File: config.mk
export PLATFORM = sky130hd
export DESIGN_NAME = wb_vpic_flat
export DESIGN_NICKNAME = d
export VERILOG_FILES = /design/src/rtl/wb_vpic_pkg.sv /design/src/rtl/wb_vpic_if.sv /design/src/rtl/vpic_pri_enc.sv /design/src/rtl/wb_vpic.sv /design/src/flat_wrapper.sv
export SDC_FILE = /design/constraint.sdc
export NUM_CORES = 1
export LEC_CHECK = 0
export CORE_MARGIN = 1.5
export CORE_UTILIZATION = 48
export DETAILED_ROUTE_END_ITERATION = 6
export PLACE_DENSITY = 0.77
export SYNTH_ARGS = -nofsm -noshare
export SYNTH_HDL_FRONTEND = slang
export SYNTH_SLANG_ARGS = --single-unit
File: constraint.sdc
create_clock -name clk -period 2.6 [get_ports clk]
set_clock_uncertainty 0.05 [all_clocks]
set_input_delay 0.52 -clock clk [delete_from_list [all_inputs] [get_ports clk]]
set_output_delay 0.52 -clock clk [all_outputs]
set_load 0.03 [all_outputs]
File: src/rtl/wb_vpic_pkg.sv
// Shared constants and helpers for the vectored Wishbone interrupt controller.
package wb_vpic_pkg;
   localparam logic [2:0] ADDR_MASK  = 3'd0;
   localparam logic [2:0] ADDR_EDGE  = 3'd1;
   localparam logic [2:0] ADDR_PEND  = 3'd2;
   localparam logic [2:0] ADDR_INSVC = 3'd3;
   localparam logic [2:0] ADDR_VEC   = 3'd4;
   localparam logic [2:0] ADDR_EOI   = 3'd5;
   localparam logic [2:0] ADDR_FORCE = 3'd6;

   function automatic int calc_iw(input int n);
      return (n < 2) ? 1 : $clog2(n);
   endfunction

   // VEC valid flag sits in the top bit of the data bus.
   function automatic int vec_vld_pos(input int dw);
      return dw - 1;
   endfunction
endpackage

File: src/rtl/wb_vpic_if.sv
// Wishbone slave bus bundle for wb_vpic.
interface wb_vpic_if #(
   parameter int DW = 32
);
   logic            wb_cyc;
   logic            wb_stb;
   logic            wb_we;
   logic [DW/8-1:0] wb_sel;
   logic [2:0]      wb_adr;
   logic [DW-1:0]   wb_dat_i;
   logic [DW-1:0]   wb_dat_o;
   logic            wb_ack;

   modport master (output wb_cyc, wb_stb, wb_we, wb_sel, wb_adr, wb_dat_i,
                   input  wb_dat_o, wb_ack);
   modport slave  (input  wb_cyc, wb_stb, wb_we, wb_sel, wb_adr, wb_dat_i,
                   output wb_dat_o, wb_ack);
endinterface

File: src/rtl/vpic_pri_enc.sv
// Lowest-set-index priority encoder; index reads 0 when nothing is set.
module vpic_pri_enc
   import wb_vpic_pkg::*;
#(
   parameter int  N = 8,
   localparam int W = calc_iw(N)
) (
   input  logic [N-1:0] req_i,
   output logic [W-1:0] idx_o,
   output logic         vld_o
);
   always_comb begin
      idx_o = '0;
      vld_o = 1'b0;
      for (int i = N - 1; i >= 0; i--) begin
         if (req_i[i]) begin
            idx_o = W'(i);
            vld_o = 1'b1;
         end
      end
   end
endmodule

File: src/rtl/wb_vpic.sv
// Vectored Wishbone interrupt controller with nested priority.
// Requests pass a 2-flop synchroniser; pending and in-service state are bus visible.
module wb_vpic
   import wb_vpic_pkg::*;
#(
   parameter int  NIRQ = 8,
   parameter int  DW   = 32,
   localparam int IW   = calc_iw(NIRQ)
) (
   input  logic            clk,
   input  logic            rst,
   input  logic [NIRQ-1:0] irq_i,
   wb_vpic_if.slave        wb,
   output logic            wb_irq,
   output logic [IW-1:0]   irq_no
);
   localparam int VB = vec_vld_pos(DW);

   logic [NIRQ-1:0] sy1_q, sy2_q, prv_q, rise;
   logic [NIRQ-1:0] mask_q, mask_d, edge_q, edge_d, pend_q, pend_d, insvc_q, insvc_d;
   logic [NIRQ-1:0] bsel, wn, p_hot, eoi_hot;
   logic [DW-1:0]   dat_q, dat_d, rdata;
   logic            ack_q, ack_d, wr, rd, p_vld, s_vld;
   logic [IW-1:0]   p_idx, s_idx;

   vpic_pri_enc #(.N(NIRQ)) u_pend_enc (.req_i(pend_q & mask_q), .idx_o(p_idx), .vld_o(p_vld));
   vpic_pri_enc #(.N(NIRQ)) u_svc_enc  (.req_i(insvc_q),         .idx_o(s_idx), .vld_o(s_vld));

   assign wb_irq      = p_vld & (~s_vld | (p_idx < s_idx));
   assign irq_no      = p_idx;
   assign rise        = sy2_q & ~prv_q;
   assign p_hot       = NIRQ'(1) << p_idx;
   assign eoi_hot     = NIRQ'(1) << wb.wb_dat_i[IW-1:0];
   assign ack_d       = wb.wb_cyc & wb.wb_stb & ~ack_q;
   assign wr          = ack_d & wb.wb_we;
   assign rd          = ack_d & ~wb.wb_we;
   assign wn          = wb.wb_dat_i[NIRQ-1:0] & bsel;
   assign wb.wb_ack   = ack_q;
   assign wb.wb_dat_o = dat_q;

   always_comb begin
      bsel = '0;
      for (int i = 0; i < NIRQ; i++) bsel[i] = wb.wb_sel[i/8];
   end

   always_comb begin
      rdata = '0;
      case (wb.wb_adr)
         ADDR_MASK:  rdata[NIRQ-1:0] = mask_q;
         ADDR_EDGE:  rdata[NIRQ-1:0] = edge_q;
         ADDR_PEND:  rdata[NIRQ-1:0] = pend_q;
         ADDR_INSVC: rdata[NIRQ-1:0] = insvc_q;
         ADDR_VEC: begin
            if (wb_irq) begin
               rdata[VB]     = 1'b1;
               rdata[IW-1:0] = p_idx;
            end
         end
         default:    rdata = '0;
      endcase
   end

   always_comb begin
      mask_d  = mask_q;
      edge_d  = edge_q;
      pend_d  = pend_q;
      insvc_d = insvc_q;
      dat_d   = dat_q;
      if (wr) begin
         case (wb.wb_adr)
            ADDR_MASK:  mask_d = (mask_q & ~bsel) | wn;
            ADDR_EDGE:  edge_d = (edge_q & ~bsel) | wn;
            ADDR_PEND:  pend_d = pend_q & ~wn;
            ADDR_EOI:   if (wb.wb_sel[0]) insvc_d = insvc_q & ~eoi_hot;
            ADDR_FORCE: pend_d = pend_q | (wn & edge_q);
            default:    ;
         endcase
      end
      if (rd) begin
         dat_d = rdata;
         if (wb.wb_adr == ADDR_VEC && wb_irq) begin
            insvc_d = insvc_q | p_hot;
            pend_d  = pend_q & ~(p_hot & edge_q);
         end
      end
      // A hardware edge wins over any clear in the same cycle; level lines track the input.
      pend_d = ((pend_d | rise) & edge_q) | (sy2_q & ~edge_q);
   end

   always_ff @(posedge clk or posedge rst) begin
      if (rst) begin
         sy1_q   <= '0;
         sy2_q   <= '0;
         prv_q   <= '0;
         mask_q  <= '0;
         edge_q  <= '0;
         pend_q  <= '0;
         insvc_q <= '0;
         dat_q   <= '0;
         ack_q   <= 1'b0;
      end else begin
         sy1_q   <= irq_i;
         sy2_q   <= sy1_q;
         prv_q   <= sy2_q;
         mask_q  <= mask_d;
         edge_q  <= edge_d;
         pend_q  <= pend_d;
         insvc_q <= insvc_d;
         dat_q   <= dat_d;
         ack_q   <= ack_d;
      end
   end
endmodule

File: src/flat_wrapper.sv
// flat-port wrapper written by rule: the top's interface ports become plain ports
module wb_vpic_flat import wb_vpic_pkg::*;
#(
   parameter int  NIRQ = 8,
   parameter int  DW   = 32,
   localparam int IW   = calc_iw(NIRQ)
)
  (clk, rst, irq_i, wb_irq, irq_no, wb_wb_cyc, wb_wb_stb, wb_wb_we, wb_wb_sel, wb_wb_adr, wb_wb_dat_i, wb_wb_dat_o, wb_wb_ack);
  wb_vpic_if #(.DW(DW)) wb_i ();
  input  logic clk;
  input  logic rst;
  input  logic [NIRQ-1:0] irq_i;
  output logic wb_irq;
  output logic [IW-1:0] irq_no;
  input wire logic [$bits(wb_i.wb_cyc)-1:0] wb_wb_cyc;
  input wire logic [$bits(wb_i.wb_stb)-1:0] wb_wb_stb;
  input wire logic [$bits(wb_i.wb_we)-1:0] wb_wb_we;
  input wire logic [$bits(wb_i.wb_sel)-1:0] wb_wb_sel;
  input wire logic [$bits(wb_i.wb_adr)-1:0] wb_wb_adr;
  input wire logic [$bits(wb_i.wb_dat_i)-1:0] wb_wb_dat_i;
  output wire logic [$bits(wb_i.wb_dat_o)-1:0] wb_wb_dat_o;
  output wire logic [$bits(wb_i.wb_ack)-1:0] wb_wb_ack;
  assign wb_i.wb_cyc = wb_wb_cyc;
  assign wb_i.wb_stb = wb_wb_stb;
  assign wb_i.wb_we = wb_wb_we;
  assign wb_i.wb_sel = wb_wb_sel;
  assign wb_i.wb_adr = wb_wb_adr;
  assign wb_i.wb_dat_i = wb_wb_dat_i;
  assign wb_wb_dat_o = wb_i.wb_dat_o;
  assign wb_wb_ack = wb_i.wb_ack;
  wb_vpic #(.NIRQ(NIRQ), .DW(DW)) u_core (.clk(clk), .rst(rst), .irq_i(irq_i), .wb(wb_i), .wb_irq(wb_irq), .irq_no(irq_no));
endmodule
# Yosys cells after proc, flatten, opt, wreduce, memory -nomap -nowiden
# Cells that the tools add are included.
dict set report word_totals {
  regBits 66
  input_bits 52
  out_inout_bits 37
  wordCells 101
}
dict set report op_classes {
  n_lt_le_gt_ge 1
  eq_ne 6
  shift 2
  n_mux 46
  bitwise_logic 33
  reduce_logical 4
}
# op n
set op_table {}
lappend op_table {{$and 8x8->8} 12}
lappend op_table {{$mux 8} 8}
lappend op_table {{$mux 3} 17}
lappend op_table {{$not 8->8} 6}
lappend op_table {{$or 8x8->8} 6}
lappend op_table {{$pmux 5 s4} 1}
lappend op_table {{$mux 1} 18}
lappend op_table {{$pmux 8 s2} 1}
lappend op_table {{$shl 1x3->8 const A} 2}
lappend op_table {{$pmux 3 s5} 1}
lappend op_table {{$eq 3x3->1 const B} 3}
lappend op_table {{$eq 3x2->1 const B} 2}
lappend op_table {{$and 1x1->1} 5}
lappend op_table {{$reduce_and 2->1} 2}
lappend op_table {{$eq 3x1->1 const B} 1}
lappend op_table {{$logic_not 3->1} 1}
lappend op_table {{$lt 3x3->1} 1}
lappend op_table {{$not 1->1} 3}
lappend op_table {{$logic_and 1x1->1} 1}
lappend op_table {{$or 1x1->1} 1}

# Depth between registers and ports, before layout
# Gate-level depths: netlist of run 1.
dict set report logic_depth {
  word_depth 18
  depth_mapped 10
}

# Hierarchy
# From an unflattened synthesis of run 1, not the netlist that was laid out.
dict set report hier_totals {
  hier_cells 297
  area_unflattened_um2 3374.5
}
# module n_inst cells_each area_each_um2 seq_area_each_um2
set by_module_without_submodules {}
lappend by_module_without_submodules {wb_vpic 1 271 3214.3 1651.6}
lappend by_module_without_submodules {vpic_pri_enc 2 13 80.1 0.0}

# Worst setup path after synthesis of run 1
# OpenSTA, ideal clock, no wires.
dict set report synth_path {
  path_type {flip-flop to output port}
  start {reg u_core.pend_q[5]}
  end {out wb_irq}
  arrival_ps 2979
  slack_ps -949
  stages_incl_launch_ff 9
  path_cell_list {dfrtp_1 -> a22o_1 -> and3b_1 -> nor3_1 -> ha_1 -> a211oi_1 -> o21ai_1 -> o21a_1 -> a21oi_1}
}
dict set report synth_between {
  elab_chain_len 10
  elab_cells_between_ends 16
  classes_between {order compare: 1; mux: 12; bitwise: 3}
}
# item line
set synth_lines {}
lappend synth_lines {{start, declared} wb_vpic.sv:20} ;# logic [NIRQ-1:0] mask_q, mask_d, edge_q, edge_d, pend_q, pend_d, insvc_q, insvc_d;
lappend synth_lines {{start signal, assigned} wb_vpic.sv:107} ;# pend_q <= pend_d;
lappend synth_lines {{$and 8x8->8} wb_vpic.sv:26} ;# vpic_pri_enc #(.N(NIRQ)) u_pend_enc (.req_i(pend_q & mask_q), .idx_o(p_idx), .vld_o(p_vld));
lappend synth_lines {{$mux 3 (6 in series)} vpic_pri_enc.sv:16} ;# if (req_i[i]) begin
lappend synth_lines {{via irq_no[2]} flat_wrapper.sv:14} ;# output logic [IW-1:0] irq_no;
lappend synth_lines {{$lt 3x3->1} wb_vpic.sv:29} ;# assign wb_irq = p_vld & (~s_vld | (p_idx < s_idx));
lappend synth_lines {{$or 1x1->1} wb_vpic.sv:29}
lappend synth_lines {{$and 1x1->1} wb_vpic.sv:29}
lappend synth_lines {{end, declared} flat_wrapper.sv:13} ;# output logic wb_irq;
# The timed path passes the listed nets, and every way through them passes these cells.

# Worst setup path in the final report of run 1
dict set report layout_path {
  start {reg u_core.pend_q[3]}
  end {out wb_irq}
}
dict set report layout_between {
  elab_chain_len 8
  elab_cells_between_ends 12
  classes_between {order compare: 1; mux: 8; bitwise: 3}
}
# item line
set layout_lines {}
lappend layout_lines {{$and 8x8->8 (*)} wb_vpic.sv:26}
lappend layout_lines {{$mux 3 (4 in series)} vpic_pri_enc.sv:16}
lappend layout_lines {{$lt 3x3->1} wb_vpic.sv:29}
lappend layout_lines {{$or 1x1->1} wb_vpic.sv:29}
lappend layout_lines {{$and 1x1->1 (*)} wb_vpic.sv:29}
# Mark *: on every way between the ends. The rest lies on a longest branch, timed or not.

==> run summary, run 1 <==
Via count = 2,592
Synthesized cell area = 0.00326 mm^2
DRT Pass-1 Iters = 6
Die Area = 0.00729 mm^2
Mapped Cells = 285
Crit Path Max Fanout = 3
Core Region = 0.00646 mm^2
Critical Path RT = 2.03 ns
Reg power frac = 40.6%
CTS tree = done
IO Count = 89
PnR worst setup slack = -0.346 ns
Die X = 85.4 um
Initial antenna violation count = 0
Die Y-Extent = 85.4 um
Setup tns final = -0.355 ns
Share of cells above drive strength 1 = 30.4%
Routed WL = 8110 um
Largest net degree at the start of global routing = 67
Max Freq = 0.339 GHz
Main synth FF type = dfrtp_1
P_leak = 0.00193 uW
Final setup violation count = 2
# rows = 29
Hold Path Class = flop to flop
#FFs+latches synth = 66
Worst EP arrival = 2.38 ns
Fin crit share = 113%
Clock root cell = clkbuf_8
CP Capture Type = primary output
Drt drc = 6
Port bufs = 38
Syn Area/Cell = 11.4 um^2
CTS clk-pin slew, worst paths = 0.07 ns
Worst-Skew Late Latency = 0.34 ns
Placed Area = 0.00400 mm^2
CTS sink cnt = 66
Longest Clk Path Bufs = 2
Hold_buf cts = 0
Number of global-route vias before repair = 2,604
P_sw = 841 uW
Hold Violations, Final = 0
Setup Crit Path Kind = flop to primary output
Diodes inserted = 0
Initial Utilization = 50.5%
Post-synth EDFFs = 0
DR WL/cell = 17.8 um
First-pass GRT wire length = 13,100 um
Number of buffers created by CTS = 9
VDD IR max = 0.637 mV
Failing checks = design-rule violations, negative setup slack
DR iter-0 viols = 198
Synthesis-to-finish area growth = 33.0%
Ys async rst share = 100%
Fin area = 0.00433 mm^2
HPWL Detailed = 5880 um
Yosys Warn Count = 0
Total grt overflow = 0
Total global-route track usage = 24.0%
Status = finished with violations
Combinational share of power = 25.7%
Power Dens Cells = 665 mW/mm^2
Max H-tree Level = 3
Switching share of power = 29.2%
Synth cell types = 42
Minimum clock period = 2.95 ns
CP startpoint kind = flop
Internal power = 2040 uW
Vias/cell = 5.70
Clock share of power = 33.8%
Fin. max-slew vios = 0
Unrepaired setup endpoints after global routing = true
Final Power = 2880 uW
Sequential element share of the synthesized area = 50.7%
DRT antenna net count = 0
Max-Cap Viols = 0
RD Place Congestion = 0.917
Final nets = 427
## per-layer routing
layer	global-route usage, %	up-vias	part of all wire (%)
met5	0	-	0
met4	8.65	0	1.7
met3	5.25	11	5.0
met2	39.9	100	51
met1	31.0	1290	42
li1	-	1191	-
## cell type report
| class | instances | area (um^2) |
|---|---|---|
| fill | 484 | 2120 |
| sequential | 66 | 1650 |
| multi-input combinational | 202 | 1540 |
| timing repair buffer | 89 | 801 |
| clock buffer | 12 | 155 |
| tap | 77 | 96.3 |
| clock inverter | 4 | 73.8 |
| inverter | 5 | 18.8 |
## power groups by stage
stage,registers (uW),logic (uW),clock network (uW)
final,1170,739,974
after CTS,1170,722,989
after global placement,1180,681,0
after global routing,1180,793,1040
after detailed placement,1190,694,0
after floorplan,1210,393,0
## per-stage QoR
stage          util, %  hold slack [ns]  worst slack, ns  cells
5_1_grt           67.1            0.307           -0.469    455
4_1_cts           66.8            0.301           -0.402    456
3_3_place_gp      61.9            0.283           -0.118    435
3_5_place_dp      61.9            0.285           -0.122    435
6_report          67.1            0.300           -0.346    455
2_1_floorplan        -            0.281           -0.211    307
## kinds of logic (layout without fill, tap and decap cells)
kind of cell / Yosys count / in the layout / synth area share, %
AOI/OAI and AO/OA: 71 / 71 / 15.2
muxes: 28 / 28 / 12.4
buffers and inverters: 39 / 110 / 7.37
and+or+nand+nor: 78 / 78 / 13.4
other: 1 / 23 / 0.115
DFF: 66 / 66 / 50.7
adders and majority gates: 2 / 2 / 0.768
## cells in the mapped netlist, drive strengths merged, types with 4 or more instances
master | count | area share, %
a211oi | 5 | 1.2
o21ai | 25 | 3.8
o211ai | 4 | 0.92
o31ai | 5 | 1.2
nand3b | 4 | 0.92
a32oi | 10 | 2.7
buf | 27 | 6.0
a22oi | 5 | 1.2
clkbuf | 7 | 0.81
nand2 | 34 | 3.9
mux4 | 8 | 5.5
mux2 | 20 | 6.9
nor2 | 8 | 0.92
nand3 | 10 | 1.7
a22o | 8 | 2.1
inv | 5 | 0.58
nor3 | 5 | 0.77
dfrtp | 66 | 51
## critical path, stage by stage, from the launching register on
cell and delay (ns):
dfrtp_1 0.38, a22o_1 0.27, buf_6 0.13, nor3_4 0.22, ha_4 0.24, a211oi_2 0.17
o21ai_1 0.12, o21a_1 0.22, a21oi_4 0.14, buf_6 0.15
## path summary, 6_finish.rpt
path                                  startpoint           endpoint  slack (ns)  depth (start not counted)
min in group asynchronous                    rst    u_core.sy1_q[6]        0.51                          3
worst max register to register  u_core.pend_q[3]   u_core.pend_q[5]       -0.01                          9
worst min register to register   u_core.sy1_q[6]    u_core.sy2_q[6]        0.30                          0
worst min-delay path             u_core.sy1_q[6]    u_core.sy2_q[6]        0.30                          0
max in group asynchronous                    rst  u_core.insvc_q[4]        1.71                          3
worst max-delay path            u_core.pend_q[3]             wb_irq       -0.35                          9
## placed cells by master (no fill, tap or decap), drive strengths merged, types with 5 or more instances in the layout
master	Yosys	layout
a22oi	5	5
clkdlybuf4s50	0	34
a32oi	10	10
nand2	34	34
nor3	5	5
a211oi	5	5
o31ai	5	5
o21ai	25	25
a22o	8	8
buf	27	52
inv	5	5
mux2	20	20
nand3	10	10
clkbuf	7	12
dfrtp	66	66
nor2	8	8
conb	1	23
mux4	8	8
## repair_timing
| item | in CTS | in global routing |
|---|---|---|
| pin swaps | 11 | 4 |
| endpoints found under the setup margin | 5 | 12 |
| resized for setup | 24 | 5 |
| endpoints found under the hold margin | 0 | 0 |
| setup buffers | 5 | 1 |
Power figures use the tool's default switching activity.
==> run 2, diff against run 1 <==
CORE_UTILIZATION = 56   (was 48)
CTS_CLUSTER_SIZE = 16   (was not set)
DONT_BUFFER_PORTS = 1   (was not set)
PLACE_DENSITY = 0.68   (was 0.77)
==> run summary, run 2 (synthesized netlist as in run 1, its figures left out) <==
Worst EP arrival = 2.41 ns (+0.03 ns)
Final Core Density = 68.6% (+1.5 points)
Status = finished with violations
Largest net degree at the start of global routing = 67 (unchanged)
CP startpoint kind = flop
Most frequent cells in the layout = 66 x dfrtp_1, 41 x buf_4, 34 x nand2_1
Clock root cell = clkbuf_8
Worst slew pin tran = 0.823 ns
IO Count = 89 (unchanged)
Unrepaired setup endpoints after global routing = true
Failing checks = negative setup slack
Longest Clk Path Bufs = 2 (unchanged)
Port bufs = 0 (-100%)
HPWL Detailed = 5380 um (-8.6%)
Total global-route track usage = 27.0% (+3.0 points)
Die Area = 0.00629 mm^2 (-14%)
Worst slack, placed = -0.0332 ns (+0.0888 ns)
Hold Path Class = input port to flop
Total grt overflow = 0 (unchanged)
PnR worst setup slack = -0.376 ns (-0.0305 ns)
Final setup violation count = 1 (-1)
R2r setup slk = 0.08 ns (+0.09 ns)
Setup Crit Path Kind = flop to primary output
CTS clk-pin slew, worst paths = 0.07 ns (about the same)
Crit Path Max Fanout = 3 (unchanged)
P_leak = 0.00170 uW (-12%)
Synthesis-to-finish area growth = 17.4%
Number of global-route vias before repair = 2,449 (-6.0%)
Reg2reg end = u_core.pend_q[5]
CP endpoint = wb_irq
Commonest non-fill, non-tap cell in the layout = dfrtp_1
Core Region = 0.00557 mm^2 (-14%)
Die X = 79.3 um (-7.2%)
Reg2reg path depth = 10 (+1)
Setup tns final = -0.376 ns (-0.0210 ns)
Vias/cell = 6.16 (+8.2%)
Final nets = 381 (-11%)
CP Capture Type = primary output
# rows = 27 (-6.9%)
Max Freq = 0.336 GHz (-1.0%)
Max-Cap Viols = 0 (unchanged)
CTS tree = done
Worst-Skew Late Latency = 0.34 ns (about the same)
Slew headroom = 45.1%
VDD IR max = 0.448 mV (-30%)
RD Place Congestion = 0.888 (-3.1%)
Placed Area = 0.00353 mm^2 (-12%)
Max H-tree Level = 3 (unchanged)
Share of cells above drive strength 1 = 32.6% (+2.2 points)
DRT antenna net count = 0 (unchanged)
Via count = 2,484 (-4.2%)
Initial antenna violation count = 0 (unchanged)
DR iter-0 viols = 234 (+18%)
DR WL/cell = 19.1 um (+7.4%)
Diodes inserted = 0 (unchanged)
DRT Pass-1 Iters = 4 (-2)
Minimum clock period = 2.98 ns (+0.0305 ns)
Hold Violations, Final = 0 (unchanged)
Power Dens Cells = 691 mW/mm^2 (+3.9%)
Initial Utilization = 58.5% (+8.0 points)
Die Y-Extent = 79.3 um (-7.2%)
Number of buffers created by CTS = 9 (unchanged)
Hold_buf cts = 0 (unchanged)
Drt drc = 0 (-6)
Fin crit share = 114% (+1.2 points)
Routed WL = 7720 um (-4.9%)
CTS sink cnt = 66 (unchanged)
Worst Setup SP = u_core.pend_q[5]
Fin area = 0.00383 mm^2 (-12%)
Final Power = 2640 uW (-8.3%)
Critical Path RT = 2.03 ns (about the same)
Fin. max-slew vios = 0 (unchanged)
First-pass GRT wire length = 12,300 um (-5.8%)
## run 2: changes by cell type in the layout (fill, tap and decap cells not counted), sizes merged
cell / delta
buf: -9
clkbuf: -2
clkinvlp: +2
clkdlybuf4s50: -34
dlygate4sd2: -3
bufinv: -1
## run 2: power breakdown
part           switching, uW  total, uW  internal [uW]
Clock                    379        839            460
Sequential              94.8       1200           1110
Combinational            332        603            270
Total                    807       2640           1840
## run 2: critical path, cell delays in order (launching register included)
cell and delay (ns):
dfrtp_1 0.37, a22o_1 0.20, and3b_2 0.25, nor3_4 0.22, ha_4 0.24, a211oi_2 0.18
o21ai_1 0.12, o21a_1 0.23, a21oi_4 0.25
## run 2: cell type report
type | count | area [um^2]
Clock inverter | 5 | 55.1
Inverter | 5 | 18.8
Fill cell | 427 | 1750
Tap cell | 72 | 90.1
Timing Repair Buffer | 43 | 330
Multi-Input combinational cell | 202 | 1540
Clock buffer | 10 | 138
Sequential cell | 66 | 1650
## run 2: worst min path at each step
| stage | from | end | slack [ns] | cells past startpoint |
|---|---|---|---|---|
| 6_report | irq_i[5] | u_core.sy1_q[5] | 0.15 | 0 |
| 5_1_grt | irq_i[1] | u_core.sy1_q[1] | 0.13 | 0 |
| 4_1_cts | irq_i[5] | u_core.sy1_q[5] | 0.14 | 0 |
| 3_5_place_dp | u_core.sy1_q[4] | u_core.sy2_q[4] | 0.28 | 0 |
| 3_3_place_gp | u_core.sy1_q[4] | u_core.sy2_q[4] | 0.28 | 0 |
| 2_1_floorplan | u_core.sy1_q[0] | u_core.sy2_q[0] | 0.28 | 0 |
## run 2: repair_timing
item | CTS | global route
setup buffers | 5 | 2
pin swaps | 11 | 5
gates resized for setup | 19 | 9
endpoints found under the hold margin | 0 | 0
setup endpoints to repair | 3 | 14
## run 2: metrics by stage
step | hold slack, ns | std cells
after detailed placement | 0.285 | 384
after global placement | 0.282 | 384
after CTS | 0.136 | 404
after global routing | 0.127 | 403
after floorplan | 0.281 | 307
final | 0.148 | 403
## run 2: metal layers
layer  part of all wire [%]  GRT usage, %
met5                      0             0
met4                    2.7          15.3
met3                    9.0          8.28
met2                     48          42.0
met1                     40          33.3
